File: src/rtl/pulse_rx_pkg.sv
// Shared types and constants for the pulse receiver.
package pulse_rx_pkg;

  localparam int CNT_W_DEF = 8;
  localparam int PCNT_W    = 16;

  typedef enum logic [1:0] {
    WAIT_LOW = 2'd0,
    IDLE     = 2'd1,
    MEASURE  = 2'd2
  } rx_state_e;

endpackage

File: src/rtl/pulse_rx_sync.sv
// Two-flop synchronizer for the asynchronous pulse line; clears to 0 on reset.
module pulse_rx_sync (
  input  logic clock,
  input  logic reset,
  input  logic d,
  output logic q
);

  logic meta_q, meta_d;
  logic sync_q, sync_d;

  // Next values: shift the raw line through two stages.
  always_comb begin
    meta_d = d;
    sync_d = meta_q;
  end

  // Synchronizer flops.
  always_ff @(posedge clock or posedge reset) begin
    if (reset) begin
      meta_q <= 1'b0;
      sync_q <= 1'b0;
    end else begin
      meta_q <= meta_d;
      sync_q <= sync_d;
    end
  end

  assign q = sync_q;

endmodule

File: src/rtl/pulse_receiver.sv
// Pulse width receiver: measures high time of signal_in in clock cycles,
// rejects glitches shorter than MIN_WIDTH, and hands results out through a
// valid/ready register with a sticky overrun flag.
// Optional: define PULSE_RX_SYNC_EN to put a 2-flop synchronizer on signal_in.
module pulse_receiver
  import pulse_rx_pkg::*;
#(
  parameter int CNT_W     = CNT_W_DEF,
  parameter int MIN_WIDTH = 1
) (
  input  logic              clock,
  input  logic              reset,
  input  logic              signal_in,
  output logic [CNT_W-1:0]  width_out,
  output logic              valid,
  input  logic              ready,
  output logic              saturated,
  output logic              overrun,
  output logic [PCNT_W-1:0] pulse_count
);

  localparam logic [CNT_W-1:0] CNT_MAX = '1;
  localparam logic [CNT_W-1:0] CNT_ONE = CNT_W'(1);

  logic s;        // line as seen by the FSM
  logic line_ok;  // s reflects the real line (not synchronizer reset value)

`ifdef PULSE_RX_SYNC_EN
  logic [1:0] warm_q, warm_d;

  pulse_rx_sync u_sync (
    .clock (clock),
    .reset (reset),
    .d     (signal_in),
    .q     (s)
  );

  // After reset the synchronizer output reads 0 for two edges regardless of
  // the line; ignore it until real samples arrive so a line held high across
  // reset is not mistaken for a low.
  always_comb warm_d = {warm_q[0], 1'b1};

  // Warm-up shift register.
  always_ff @(posedge clock or posedge reset) begin
    if (reset) warm_q <= 2'b00;
    else       warm_q <= warm_d;
  end

  assign line_ok = warm_q[1];
`else
  assign s       = signal_in;
  assign line_ok = 1'b1;
`endif

  rx_state_e         state_q, state_d;
  logic [CNT_W-1:0]  count_q, count_d;
  logic              sat_q, sat_d;       // current pulse reached CNT_MAX
  logic [CNT_W-1:0]  width_q, width_d;
  logic              valid_q, valid_d;
  logic              satout_q, satout_d;
  logic              overrun_q, overrun_d;
  logic [PCNT_W-1:0] pcnt_q, pcnt_d;

  // Next-state: FSM transitions, width counting and result hand-off.
  always_comb begin
    state_d   = state_q;
    count_d   = count_q;
    sat_d     = sat_q;
    width_d   = width_q;
    valid_d   = valid_q;
    satout_d  = satout_q;
    overrun_d = overrun_q;
    pcnt_d    = pcnt_q;

    // Consumer takes the held result; an acceptance below may refill it.
    if (valid_q && ready) valid_d = 1'b0;

    unique case (state_q)
      WAIT_LOW: begin
        if (line_ok && !s) state_d = IDLE;
      end
      IDLE: begin
        if (s) begin
          state_d = MEASURE;
          count_d = CNT_ONE;
          sat_d   = (CNT_ONE == CNT_MAX);
        end
      end
      MEASURE: begin
        if (s) begin
          if (count_q != CNT_MAX) begin
            count_d = count_q + CNT_ONE;
            if (count_q + CNT_ONE == CNT_MAX) sat_d = 1'b1;
          end
        end else begin
          state_d = IDLE;
          if (32'(count_q) >= MIN_WIDTH) begin
            pcnt_d = pcnt_q + PCNT_W'(1);
            if (!valid_q || ready) begin
              width_d  = count_q;
              satout_d = sat_q;
              valid_d  = 1'b1;
            end else begin
              overrun_d = 1'b1;
            end
          end
        end
      end
      default: state_d = WAIT_LOW;
    endcase
  end

  // State and registered outputs.
  always_ff @(posedge clock or posedge reset) begin
    if (reset) begin
      state_q   <= WAIT_LOW;
      count_q   <= '0;
      sat_q     <= 1'b0;
      width_q   <= '0;
      valid_q   <= 1'b0;
      satout_q  <= 1'b0;
      overrun_q <= 1'b0;
      pcnt_q    <= '0;
    end else begin
      state_q   <= state_d;
      count_q   <= count_d;
      sat_q     <= sat_d;
      width_q   <= width_d;
      valid_q   <= valid_d;
      satout_q  <= satout_d;
      overrun_q <= overrun_d;
      pcnt_q    <= pcnt_d;
    end
  end

  assign width_out   = width_q;
  assign valid       = valid_q;
  assign saturated   = satout_q;
  assign overrun     = overrun_q;
  assign pulse_count = pcnt_q;

endmodule

File: config.mk
export PLATFORM = sky130hd
export DESIGN_NAME = pulse_receiver
export DESIGN_NICKNAME = d
export VERILOG_FILES = /design/src/rtl/pulse_rx_pkg.sv /design/src/rtl/pulse_rx_sync.sv /design/src/rtl/pulse_receiver.sv
export SDC_FILE = /design/constraint.sdc
export NUM_CORES = 1
export LEC_CHECK = 0
export ABC_AREA = 1
export CORE_UTILIZATION = 45
export DETAILED_ROUTE_END_ITERATION = 10
export PLACE_DENSITY = 0.68
export SETUP_SLACK_MARGIN = 0.02
export SLEW_MARGIN = 20
export SYNTH_ARGS = -nofsm -noshare
export SYNTH_HDL_FRONTEND = slang
export SYNTH_SLANG_ARGS = --single-unit
File: constraint.sdc
create_clock -name clock -period 2 [get_ports clock]
set_clock_uncertainty 0.1 [all_clocks]
set_input_delay 0.3 -clock clock [delete_from_list [all_inputs] [get_ports clock]]
set_output_delay 0.3 -clock clock [all_outputs]
set_load 0.1 [all_outputs]
==> results of run 1 <==
## flip-flops by register name (all words and copies together), names as in the netlist
register     cells
count_q          8
overrun          1
pulse_count     16
sat_q            1
saturated        1
state_q          2
valid            1
width_out        8
## worst max-delay path by stage
| stage | startpoint | endpoint | slack [ns] | cells past startpoint |
|---|---|---|---|---|
| floorplan | pulse_count[2] | pulse_count[15] | 0.05 | 7 |
| global placement | signal_in | width_out[1] | 0.21 | 7 |
| detailed placement | signal_in | width_out[2] | 0.16 | 7 |
| CTS | count_q[0] | width_out[2] | 0.18 | 8 |
| global route | count_q[1] | pulse_count[8] | 0.04 | 9 |
| finish | count_q[1] | width_out[2] | 0.20 | 9 |
## kinds of logic after synthesis
logic type / after synthesis / synth area share (%)
compound gates: 28 / 8.65
xor+xnor: 7 / 2.79
fa+ha+maj: 5 / 2.85
buf+inv: 34 / 7.40
flops: 38 / 43.3
simple gates: 171 / 35.1
## cell type report
class                           count  area, um^2
Fill cell                         440        2080
Multi-Input combinational cell    211        1080
Sequential cell                    38         953
Timing Repair Buffer               40         333
Inverter                           29         109
Tap cell                           67        83.8
Clock buffer                        8        80.1
## layer usage
metal  wire (um)  global-route usage (%)
met3         155                    5.28
met4          46                    5.23
met2        2230                    32.7
met1        2030                    24.7
met5           0                       0
## layout by cell type, fill, tap and decap left out, types with 3 or more instances in the layout
| master | n |
|---|---|
| inv_2 | 3 |
| clkdlybuf4s50_1 | 3 |
| inv_1 | 26 |
| nand2_1 | 106 |
| dfrtp_1 | 36 |
| clkbuf_1 | 3 |
| o21ai_0 | 11 |
| nand2_2 | 5 |
| o21ai_1 | 3 |
| xor2_1 | 6 |
| clkbuf_8 | 5 |
| nor2_1 | 28 |
| nand4_1 | 5 |
| nor2_4 | 3 |
| buf_4 | 35 |
| nand3_2 | 4 |
| nand3_1 | 15 |
| ha_1 | 5 |
| o21ai_2 | 8 |
## critical path: stages (launching register included)
cell	delay [ns]
dfrtp_1	0.46
inv_1	0.11
ha_1	0.20
nor2_1	0.11
nand3_2	0.14
nor2_4	0.19
nor2_8	0.09
buf_4	0.16
nand3_1	0.07
nand2_1	0.06
## metrics by stage
step           utilization [%]  hold WS (ns)
2_1_floorplan                -         0.263
3_3_place_gp              53.5         0.361
3_5_place_dp              53.5         0.360
4_1_cts                   55.2         0.327
5_1_grt                   56.0         0.380
6_report                  56.0         0.311
## timing repair
item	4_1_cts	5_1_grt
endpoints found under the hold margin	0	0
buffers inserted	0	5
endpoints found under the setup margin	0	7
## power by group through the flow
stage          Combinational [mW]  Sequential, mW  Clock [mW]
4_1_cts                      1.85            1.14       0.520
6_report                     1.85            1.14       0.505
2_1_floorplan               0.480            2.12           0
5_1_grt                      1.96            1.17       0.550
3_3_place_gp                 1.83            1.15           0
3_5_place_dp                 1.84            1.15           0
==> run metrics, run 1 <==
status finished clean; Die W 71.9 um; path category of the worst min-delay check input pin to asynchronous set/reset pin; Final Max Tran Viols 0; post-CTS sizing 0; die area 5170 um^2; RSZ-0062 raised after global routing false; switch share 54.0%; pre-CTS setup slack 0.165 ns; Worst Path Arrival 1.87 ns; core area 4720 um^2; boundary pin count 31; synth top area cells dfrtp_1 (43%), nand2_1 (18%), nor2_1 (4.8%), inv_1 (4.4%), nand3_1 (3.4%); syn_nets 292; fraction of layout cells with a size suffix above 1 22.1%; post-route setup slack 0.205 ns; initial DRC count 71; mapped cell area 2200 um^2; Yosys reg bits 38; Max H-tree Level 2; Reg clk slew, reported paths 0.08 ns; RePlAce Congestion 0.865; total power 3.49 mW; # nets final 334; largest net degree at the start of global routing 39; CTS sink cnt 38; area post-placement 2530 um^2; Initial Utilization 46.5%; vias 1901; Clock Latency Late Sink 0.29 ns; maximum clock path buffer count 2; hold buffers post-CTS 0; P per Cell Area 1320 nW/um^2; async set-reset flop share out of synthesis 100%; sw power 1.89 mW; crit path kind register to register; drt wl/cell 11.3 um; CTS Buf Count 5; maximum vdd drop 0.799 mV; area delta synth->final 20.3%; vias in the first global route 1699; Combinational Power Share 53.0%; min Tclk post-route 1.80 ns; max-cap viol count 0; port buffer count 30; drt pass-1 iters 4; Cells after DPL 380; detailed placement HPWL 3.23 mm; via/cell ratio 4.84; overall die height 71.9 um; fin cells 393; Rows 25; Worst EP required 2.08 ns; crit share post-route 89.8%; FF-to-FF Start count_q[1]; share of power burned in registers 32.6%; commonest cells in the netlist nand2_1 (106), dfrtp_1 (38), nor2_1 (28); reg2reg end width_out[2]; Avg Inst Size Synth 7.77 um^2; Yosys cell types 27; Worst slew margin 67.9%; number of synthesized flops with an enable pin 0; top cell type's share of synthesized area 43.3%; Clk pwr share 14.5%; top-count cell post-synth nand2_1; Post-synth top flop dfrtp_1; setup TNS 0 ns; first-pass GRT wire length 7.75 mm; CTS tree yes; Crit Path Max Fanout 10; Root Driver clkbuf_8; post-route cell area 2640 um^2; Crit. End Element register; Mapped Cells 283; Int Pwr 1.60 mW; Static Leak 1.28 nW; DRC 0; initial antenna violation count 0; hold violation count in the final report 0; Routed WL 4.46 mm; r2r setup slk 0.20 ns; synthesis warning total 0; Slew @ Worst Pin 0.481 ns; number of diodes 0; gr usage total 19.4%; Max Fclk 557 MHz; gr ovfl total 0; depth of the worst register-to-register path 9; final setup fails 0; sequential share of the synthesized area 43.3%; element type at the critical path start register; DRT antenna net count 0; area leader, netlist dfrtp_1
Note: power is estimated with default switching activity, not from simulation.
==> inputs of run 2 (changes only) <==
CELL_PAD_IN_SITES_DETAIL_PLACEMENT = 1   (was default)
CELL_PAD_IN_SITES_GLOBAL_PLACEMENT = 1   (was default)
CORE_UTILIZATION = 40   (was 45)
PLACE_DENSITY = default   (was 0.68)
PLACE_DENSITY_LB_ADDON = 0.1   (was default)
==> run 2 against run 1 <==
  * Worst setup slack got worse by 0.073 ns
  * Critical path type unchanged
  * Count of clock-buffer cells in the layout decreased by 3
  * Final cell count decreased by 0.51%
==> run metrics, run 2 (same netlist as run 1, synthesis figures left out) <==
CTS tree yes (unchanged); die area 5800 um^2 (was 5170 um^2); CTS Buf Count 5 (unchanged); overall die height 76.1 um (was 71.9 um); DRT antenna net count 0 (unchanged); vias 1935 (was 1901); Slowest-stage cell, CP dfrtp_1 (unchanged); Root Driver clkbuf_8 (unchanged); port buffer count 30 (unchanged); via/cell ratio 4.95 (was 4.84); DRC 0 (unchanged); drt pass-1 iters 4 (unchanged); Max Fclk 535 MHz (was 557 MHz); Final Max Tran Viols 0 (unchanged); commonest non-fill, non-tap cells in the layout nand2_1 (106), dfrtp_1 (36), nor2_1 (28) (was nand2_1 (106), dfrtp_1 (36), buf_4 (35)); vias in the first global route 2021 (was 1699); min Tclk post-route 1.87 ns (was 1.80 ns); max-cap viol count 0 (unchanged); worst path cell trace inv_1, ha_1, nor2_1, nand3_2, nor2_4, nor2_8, buf_4, nand2_1, o21ai_2 (was inv_1, ha_1, nor2_1, nand3_2, nor2_4, nor2_8, buf_4, nand3_1, nand2_1); RSZ-0062 raised after global routing false (unchanged); path category of the worst min-delay check input pin to asynchronous set/reset pin (unchanged); CTS sink cnt 38 (unchanged); Initial Utilization 42.2% (was 46.5%); Post-CTS Setup Bufs 0 (unchanged); Rows 26 (was 25); Static Leak 1.30 nW (was 1.28 nW); max FFs per register 16 (unchanged); post-CTS sizing 0 (unchanged); Reg clk slew, reported paths 0.08 ns (about the same); maximum clock path buffer count 2 (unchanged); element type at the critical path start register (unchanged); initial antenna violation count 0 (unchanged); hold buffers post-CTS 0 (unchanged); maximum vdd drop 1.25 mV (was 0.799 mV); Max H-tree Level 2 (unchanged); P per Cell Area 1410 nW/um^2 (was 1320 nW/um^2); Crit. End Element register (unchanged); Crit Path Max Fanout 14 (was 10); crit path kind register to register (unchanged); FF+latch area 953 um^2 (unchanged); Fill cells 645 (was 440); pre-CTS setup slack 0.156 ns (was 0.165 ns); largest net degree at the start of global routing 39 (unchanged); initial DRC count 57 (was 71); gr usage total 20.7% (was 19.4%); fraction of layout cells with a size suffix above 1 21.8% (was 22.1%); Routed WL 5.41 mm (was 4.46 mm); first-pass GRT wire length 9.60 mm (was 7.75 mm); commonest non-fill, non-tap cell in the layout nand2_1 (unchanged); core area 5200 um^2 (was 4720 um^2); detailed placement HPWL 3.97 mm (was 3.23 mm); Worst Path Arrival 1.96 ns (was 1.87 ns); hold violation count in the final report 0 (unchanged); post-route cell area 2720 um^2 (was 2640 um^2); area delta synth->final 23.6% (was 20.3%); number of diodes 0 (unchanged); CP delay by family, top simple AND/OR/NAND/NOR gates (unchanged); drt wl/cell 13.8 um (was 11.3 um); RePlAce Congestion 0.787 (was 0.865); gr ovfl total 0 (unchanged); status finished clean (unchanged); boundary pin count 31 (unchanged); Worst slew margin 78.0% (was 67.9%); Worst EP required 2.09 ns (was 2.08 ns); Crit path largest cell delay 0.49 ns (was 0.46 ns); Slew @ Worst Pin 0.328 ns (was 0.481 ns); post-route setup slack 0.132 ns (was 0.205 ns); # nets final 329 (was 334); footprint of the multi-input gates 1080 um^2 (unchanged); Clock Latency Late Sink 0.30 ns (was 0.29 ns); Die W 76.1 um (was 71.9 um); final setup fails 0 (unchanged); crit share post-route 93.4% (was 89.8%); Bufs and invs on worst path 2 (unchanged); area post-placement 2580 um^2 (was 2530 um^2); setup TNS 0 ns (unchanged)
[run 2: changes by cell type in the layout (fill, tap and decap cells not counted), sizes merged]
cell,change
clkbuf,-3
bufinv,+2
clkinv,+1
buf,-5
[run 2: worst paths after layout]
path | from | end | slack (ns) | depth (start not counted)
min in group clock | width_out[1] | width_out[1] | 0.38 | 2
hold reg to reg | width_out[1] | width_out[1] | 0.38 | 2
hold / removal | reset | pulse_count[2] | 0.25 | 3
max in group asynchronous | reset | pulse_count[8] | 1.35 | 3
setup reg to reg | count_q[1] | pulse_count[9] | 0.13 | 9
setup / recovery | count_q[1] | pulse_count[9] | 0.13 | 9
[run 2: tightest hold or removal path, cell delays in order]
cell and delay, ns:
clkdlybuf4s50_1 0.40, inv_1 0.09, buf_12 0.23
[run 2: area by class of cell]
cell class                 instances  area share [%]
multi-input combinational        211            39.9
sequential                        38            35.1
timing repair buffer              35            12.7
inverter                          29            4.01
tap                               70            3.22
clock buffer                       5            2.53
clock inverter                     3            2.53
[run 2: power breakdown]
group	switching (mW)	internal [mW]	leakage (nW)
Sequential	0.216	0.932	0.503
Combinational	1.44	0.420	0.726
Clock	0.307	0.500	0.0683
[run 2: per-stage QoR]
stage	hold slack [ns]	total power, mW	util [%]	std cells
floorplan	0.263	2.60	-	283
global placement	0.357	3.00	49.6	383
detailed placement	0.364	3.03	49.6	383
CTS	0.260	3.86	52.2	391
global route	0.274	3.99	52.2	391
finish	0.249	3.82	52.2	391
[run 2: layer usage]
metal / GRT usage, % / part of all wire [%] / wire [um] / vias up
met3: 3.95 / 3.3 / 178 / 7
met4: 6.92 / 1.3 / 73 / 0
met1: 28.2 / 49 / 2660 / 932
met2: 33.2 / 46 / 2490 / 36
met5: 0 / 0 / 0 / -
li1: - / - / - / 960
==> inputs of run 3 (changes only) <==
SKIP_LAST_GASP = 1   (was default)
==> results of run 3 <==
Same layout as run 2: the final DEF is identical, and so are final timing and power.
